--- src/rtl/ups_axil_master.sv ---
// AXI4-Lite initiator: turns single-beat fabric register commands into one outstanding AXI4-Lite transaction.
// Define UPS_AXIL_MASTER_TIMEOUT_EN to build the stalled-handshake watchdog.
module ups_axil_master #(
    parameter int TIMEOUT = 1024
) (
    input  logic        clk,
    input  logic        rst,
    input  logic        cmd_valid,
    output logic        cmd_ready,
    input  logic        cmd_write,
    input  logic [31:0] cmd_addr,
    input  logic [31:0] cmd_wdata,
    input  logic [3:0]  cmd_wstrb,
    output logic        rsp_valid,
    output logic [31:0] rsp_rdata,
    output logic [1:0]  rsp_resp,
    output logic        rsp_timeout,
    output logic [31:0] ca4l_awaddr,
    output logic [2:0]  ca4l_awprot,
    output logic        ca4l_awvalid,
    input  logic        ca4l_awready,
    output logic [31:0] ca4l_wdata,
    output logic [3:0]  ca4l_wstrb,
    output logic        ca4l_wvalid,
    input  logic        ca4l_wready,
    input  logic [1:0]  ca4l_bresp,
    input  logic        ca4l_bvalid,
    output logic        ca4l_bready,
    output logic [31:0] ca4l_araddr,
    output logic [2:0]  ca4l_arprot,
    output logic        ca4l_arvalid,
    input  logic        ca4l_arready,
    input  logic [31:0] ca4l_rdata,
    input  logic [1:0]  ca4l_rresp,
    input  logic        ca4l_rvalid,
    output logic        ca4l_rready
);

    typedef enum logic [2:0] {IDLE, WADDR, WRESP, RADDR, RDATA} state_t;

    state_t state, state_nxt;
    logic   accept, aw_hs, w_hs, ar_hs, b_hs, r_hs, any_hs;

    if (TIMEOUT < 2) begin : g_timeout_check
        $error("ups_axil_master: TIMEOUT must be at least 2");
    end

    assign cmd_ready   = (state == IDLE);
    assign accept      = cmd_valid & cmd_ready;
    assign aw_hs       = ca4l_awvalid & ca4l_awready;
    assign w_hs        = ca4l_wvalid & ca4l_wready;
    assign ar_hs       = ca4l_arvalid & ca4l_arready;
    assign b_hs        = ca4l_bvalid & ca4l_bready;
    assign r_hs        = ca4l_rvalid & ca4l_rready;
    assign any_hs      = aw_hs | w_hs | ar_hs | b_hs | r_hs;
    assign ca4l_awprot = 3'b000;
    assign ca4l_arprot = 3'b000;

`ifdef UPS_AXIL_MASTER_TIMEOUT_EN
    localparam int CNT_W = $clog2(TIMEOUT + 1);
    logic [CNT_W-1:0] wd_cnt;
    logic             wd_fire;
`else
    assign rsp_timeout = 1'b0;
`endif

    always_ff @(posedge clk) begin
        if (rst) state <= IDLE;
        else     state <= state_nxt;
    end

    // A channel whose valid has already dropped counts as done, so AW and W may finish in any order.
    always_comb begin
        state_nxt = state;
`ifdef UPS_AXIL_MASTER_TIMEOUT_EN
        wd_fire = 1'b0;
`endif
        case (state)
            IDLE:    if (accept) state_nxt = cmd_write ? WADDR : RADDR;
            WADDR:   if ((!ca4l_awvalid || ca4l_awready) && (!ca4l_wvalid || ca4l_wready))
                         state_nxt = WRESP;
            WRESP:   if (b_hs) state_nxt = IDLE;
            RADDR:   if (ar_hs) state_nxt = RDATA;
            RDATA:   if (r_hs) state_nxt = IDLE;
            default: state_nxt = IDLE;
        endcase
`ifdef UPS_AXIL_MASTER_TIMEOUT_EN
        if (state != IDLE && state_nxt == state && !any_hs && wd_cnt == CNT_W'(TIMEOUT - 1)) begin
            state_nxt = IDLE;
            wd_fire   = 1'b1;
        end
`endif
    end

`ifdef UPS_AXIL_MASTER_TIMEOUT_EN
    always_ff @(posedge clk) begin
        if (rst)                              wd_cnt <= '0;
        else if (state_nxt != state || any_hs) wd_cnt <= '0;
        else if (state != IDLE)               wd_cnt <= wd_cnt + 1'b1;
    end
`endif

    // Address/data/strobe only load in IDLE, so they stay stable while any valid is high.
    always_ff @(posedge clk) begin
        if (accept) begin
            ca4l_awaddr <= cmd_addr;
            ca4l_araddr <= cmd_addr;
            ca4l_wdata  <= cmd_wdata;
            ca4l_wstrb  <= cmd_wstrb;
        end
    end

    always_ff @(posedge clk) begin
        if (rst) begin
            ca4l_awvalid <= 1'b0;
            ca4l_wvalid  <= 1'b0;
            ca4l_arvalid <= 1'b0;
            ca4l_bready  <= 1'b0;
            ca4l_rready  <= 1'b0;
            rsp_valid    <= 1'b0;
            rsp_rdata    <= '0;
            rsp_resp     <= '0;
`ifdef UPS_AXIL_MASTER_TIMEOUT_EN
            rsp_timeout  <= 1'b0;
`endif
        end else begin
            rsp_valid   <= 1'b0;
            ca4l_bready <= (state_nxt == WRESP);
            ca4l_rready <= (state_nxt == RDATA);
`ifdef UPS_AXIL_MASTER_TIMEOUT_EN
            rsp_timeout <= 1'b0;
`endif
            if (accept) begin
                ca4l_awvalid <= cmd_write;
                ca4l_wvalid  <= cmd_write;
                ca4l_arvalid <= !cmd_write;
            end
            if (aw_hs) ca4l_awvalid <= 1'b0;
            if (w_hs)  ca4l_wvalid  <= 1'b0;
            if (ar_hs) ca4l_arvalid <= 1'b0;
            if (b_hs) begin
                rsp_valid <= 1'b1;
                rsp_resp  <= ca4l_bresp;
            end
            if (r_hs) begin
                rsp_valid <= 1'b1;
                rsp_resp  <= ca4l_rresp;
                rsp_rdata <= ca4l_rdata;
            end
`ifdef UPS_AXIL_MASTER_TIMEOUT_EN
            if (wd_fire) begin
                ca4l_awvalid <= 1'b0;
                ca4l_wvalid  <= 1'b0;
                ca4l_arvalid <= 1'b0;
                rsp_valid    <= 1'b1;
                rsp_timeout  <= 1'b1;
                rsp_resp     <= 2'b10;
            end
`endif
        end
    end

endmodule

--- config.mk ---
export PLATFORM = sky130hd
export DESIGN_NAME = ups_axil_master
export DESIGN_NICKNAME = d
export VERILOG_FILES = /design/src/rtl/ups_axil_master.sv
export SDC_FILE = /design/constraint.sdc
export NUM_CORES = 1
export LEC_CHECK = 0
export ABC_AREA = 1
export CAP_MARGIN = 10
export CORE_MARGIN = 3
export CORE_UTILIZATION = 39
export DETAILED_ROUTE_END_ITERATION = 8
export GPL_ROUTABILITY_DRIVEN = 0
export PLACE_DENSITY = 0.86
export SLEW_MARGIN = 20
export SYNTH_ARGS = -nofsm -noshare
export SYNTH_HDL_FRONTEND = slang
export SYNTH_SLANG_ARGS = --single-unit
--- constraint.sdc ---
create_clock -name clk -period 4.3 [get_ports clk]
set_input_delay 0.86 -clock clk [delete_from_list [all_inputs] [get_ports clk]]
set_output_delay 0.86 -clock clk [all_outputs]
set_load 0.005 [all_outputs]
# After elaboration in Yosys (flattened, before gate mapping)

Index checks and enable logic that the tools add are counted.

Flip-flop bits (word level): 111
Input port bits: 113

Reduce and logical (&&, ||, !) cells: 11
Mux-type cells: 11
Equality and inequality tests: 6
Bitwise operators: 6

Operator list:

| kind                                                             | number |
|---|---|
| 3-bit two-way mux                                                | 5 |
| 3-bit case mux with 5 select lines                               | 1 |
| 3-bit by 2-bit == test with 1-bit output (second input constant) | 3 |
| 1-bit bitwise AND                                                | 6 |
| 3-bit == test (second input constant)                            | 2 |
| 2-bit two-way mux                                                | 3 |
| 2-bit OR reduction                                               | 3 |
| 3-bit by 1-bit == test with 1-bit output (second input constant) | 1 |
| 1-bit logical NOT                                                | 3 |
| 3-bit logical NOT                                                | 1 |
| 1-bit logical OR                                                 | 2 |
| 1-bit two-way mux                                                | 2 |
| 2-bit nonzero test                                               | 1 |
| 1-bit logical AND                                                | 1 |

# Longest topological paths before layout

Depth in word-level cells: 6
Depth in mapped cells: 8
Depth with buffers taken out: 8

# Worst setup path after synthesis

Ideal clock, no wire load.

Path type: input-to-reg
Start point: input cmd_valid
End point: register ca4l_araddr[0] (enable)
Setup slack: 2.353 ns
Buffers on the path: 0
Setup time: 0.385 ns
Stages: 2
Data arrival time: 1.562 ns
Cell sequence: inv_2 -> nor2_8

Cells in the longest elaborated chain, start to end: 1

RTL lines:

| element                | line | RTL |
|---|---|---|
| start: declaration     | 8    | `input logic cmd_valid,` |
| 1-bit bitwise AND      | 49   | `assign accept = cmd_valid & cmd_ready;` |
| net accept             | 42   | `logic accept, aw_hs, w_hs, ar_hs, b_hs, r_hs, any_hs;` |
| end signal: assignment | 107  | `ca4l_araddr <= cmd_addr;` |
| end: declaration       | 29   | `output logic [31:0] ca4l_araddr,` |

The timed path passes the listed nets, and every way through them passes these cells.
A chain may end at the register's enable or synchronous reset.

# Worst setup path in the final report

Start point: register state[1]
End point: output cmd_ready

Cells in the longest elaborated chain, start to end: 1

RTL lines:

| element                  | line | RTL |
|---|---|---|
| start: declaration       | 41   | `state_t state, state_nxt;` |
| start signal: assignment | 69   | `else state <= state_nxt;` |
| 3-bit logical NOT        | 48   | `assign cmd_ready = (state == IDLE);` |
| end: declaration         | 9    | `output logic cmd_ready,` |

Every way passes these cells.

==> flow_summary.ini <==
[floorplanning]
core_area_um2 = 9820
die_h_um = 107
io_pins = 261
dieArea_um2 = 11400
rows = 36
initial_core_util = 0.405
chipWidth_um = 107

[critical_path]
regToRegStartpoint = state[1]
critPathKind = register to output pin
critPathLaunchType = register
worstPathArrival_ps = 1580
end_kind = output pin
path_max_fanout = 5
cp.required_ps = 3440
setup.worst_path.start = state[1]

[clocking]
cts_buffer_depth = 2
htree_num_levels = 3
clock_latency_ps = 360
cts_sinks = 111
clock-root-buffer = clkbuf_8
hold_buffers = 0
cts_buffers = 9
post_cts_buffers = 0
clk_pin_slew_ps = 100
cts_tree = yes
post_cts_resized = 0

[placement]
placed_cells = 667
placedInstanceArea_um2 = 6350
port_buffers = 253
post-dp-hpwl_um = 9150
place_ws_ps = 1590

[routing]
wirelength_um = 11400
drt_pass1_iterations = 4
post_drt_wl_per_cell_um = 16.7
vias = 3073
remaining_drc_errors = 0
drt_iter0_drc = 136
antenna_left = 0
viasPerCell = 4.49

[power_and_ir_drop]
peakVddDrop_mv = 0.173
p_total_mw = 2.31
leakagePower_nw = 2.39
powerDensity_nw_per_um2 = 351

[outcome]
status = completed

[yosys]
synth_top_area_cell = edfxtp_1
synth_area_um2 = 3970
yosys_warnings = 0
yosysTopAreaCellShare = 0.514
seq_area_frac_synth = 0.730
avgSynthCellArea_um2 = 12.3
ys_seq_elements = 111
syn_inst = 324
synth_top_cells_by_area = edfxtp_1 (51%), dfxtp_1 (22%), buf_4 (7.9%), nor2_1 (6.6%), o21ai_1 (3.5%)
yosysUniqueCellTypes = 20

[global_route]
grt_pass1_wl_um = 16400
gr-total-overflow = 0
grt_usage = 0.188
antenna_found_initial = 0
grt_pass1_vias = 3015
grt_max_degree = 72

[sta]
finalSetupViolCount = 0
fin_tns_setup_ps = 0
period_minus_slack_ps = 2440
finClkSkew_ps = 15.6
maxSlewHeadroom = 0.584
rsz0062_at_grt = no
slew_viol_final = 0
period_share = 0.567
fin_ws_ps = 1860
fmax_mhz = 410
tightest_slew_ps = 622
finalHoldViolCount = 0

[cells_and_area]
final_nets = 659
antenna_cells = 0
drive_gt1_frac = 0.0508
area_delta_synth_final_pct = 65.4
final_area_um2 = 6570
finalNonFillerCells = 684

[hold_path]
hp-class = register to register
min_from = rsp_resp[0]

[flow_run]
cap_violations = 0
==> cell usage after synthesis <==
master,count
nand4_1,2
nor2_4,1
nor2_1,70
a21oi_1,8
nor2_2,1
nand2_4,1
dfxtp_1,43
o21ai_1,28
clkbuf_1,1
conb_1,1
edfxtp_1,68
o21ai_0,9
buf_2,7
nand3_1,3
buf_4,42
inv_2,6
nor2_8,1
nor3_2,1
inv_1,12
nand2_1,19
==> report_power, final <==
group	switching, mW	leakage (nW)	internal, mW
sequential	0.0377	0.994	1.22
combinational	0.143	1.29	0.267
clock	0.358	0.101	0.280
total	0.538	2.39	1.77
==> cells in the final DEF (no fill, tap or decap), drive strengths merged <==
cell type,n
inv,20
o21ai,37
bufinv,1
dfxtp,43
conb,7
clkdlybuf4s50,253
buf,2
nand2,20
clkinv,2
a21oi,8
nand3,3
edfxtp,68
clkbuf,10
nand4,2
clkinvlp,1
nor3,1
nor2,73
==> area by class of cell <==
class,instances,area [um2]
Clock inverter,6,77.6
Inverter,18,67.6
Timing Repair Buffer,255,2560
Fill cell,740,3250
Clock buffer,10,128
Sequential cell,111,2900
Tap cell,133,166
Multi-Input combinational cell,151,672
==> final timing paths <==
path	slack [ps]	cells after the start	to
max	1860	4	cmd_ready
min	490	2	rsp_resp[0]
max reg2reg	2600	4	ca4l_wdata[14]
min reg2reg	490	2	rsp_resp[0]
==> worst max-delay path, stage by stage, from the launching register on <==
cell and delay, ps:
dfxtp_1 390, nor2_4 180, nand2_4 100, inv_1 60, clkdlybuf4s50_1 490
==> sequential cells by signal, summed over array words and instances, names as in the netlist <==
| register | flops |
|---|---|
| rsp_valid | 1 |
| ca4l_wdata | 32 |
| ca4l_araddr | 32 |
| ca4l_arvalid | 1 |
| rsp_rdata | 32 |
| ca4l_awvalid | 1 |
| ca4l_wvalid | 1 |
| state | 3 |
| ca4l_rready | 1 |
| ca4l_bready | 1 |
| ca4l_wstrb | 4 |
| rsp_resp | 2 |
==> cells by family after synthesis <==
kind of cell,Yosys count,share of synthesized area
other,1,0.000944
and+or+nand+nor,99,0.106
buffers and inverters,68,0.106
DFF,111,0.730
AOI/OAI and AO/OA,45,0.0567
==> metal layers <==
metal	vias to the layer above	track usage	share of wire
met4	0	0.0484	0.0091
met2	159	0.362	0.56
met5	-	0	0
met1	1423	0.198	0.34
met3	9	0.0536	0.091
li1	1482	-	-
==> through the flow <==
| stage | hold WS [ps] | utilization |
|---|---|---|
| 3_3_place_gp | 451 | 0.647 |
| 2_1_floorplan | 460 | - |
| 4_1_cts | 493 | 0.667 |
| 3_5_place_dp | 473 | 0.647 |
| 5_1_grt | 522 | 0.669 |
| 6_report | 490 | 0.669 |
Power figures use the tool's default switching activity.
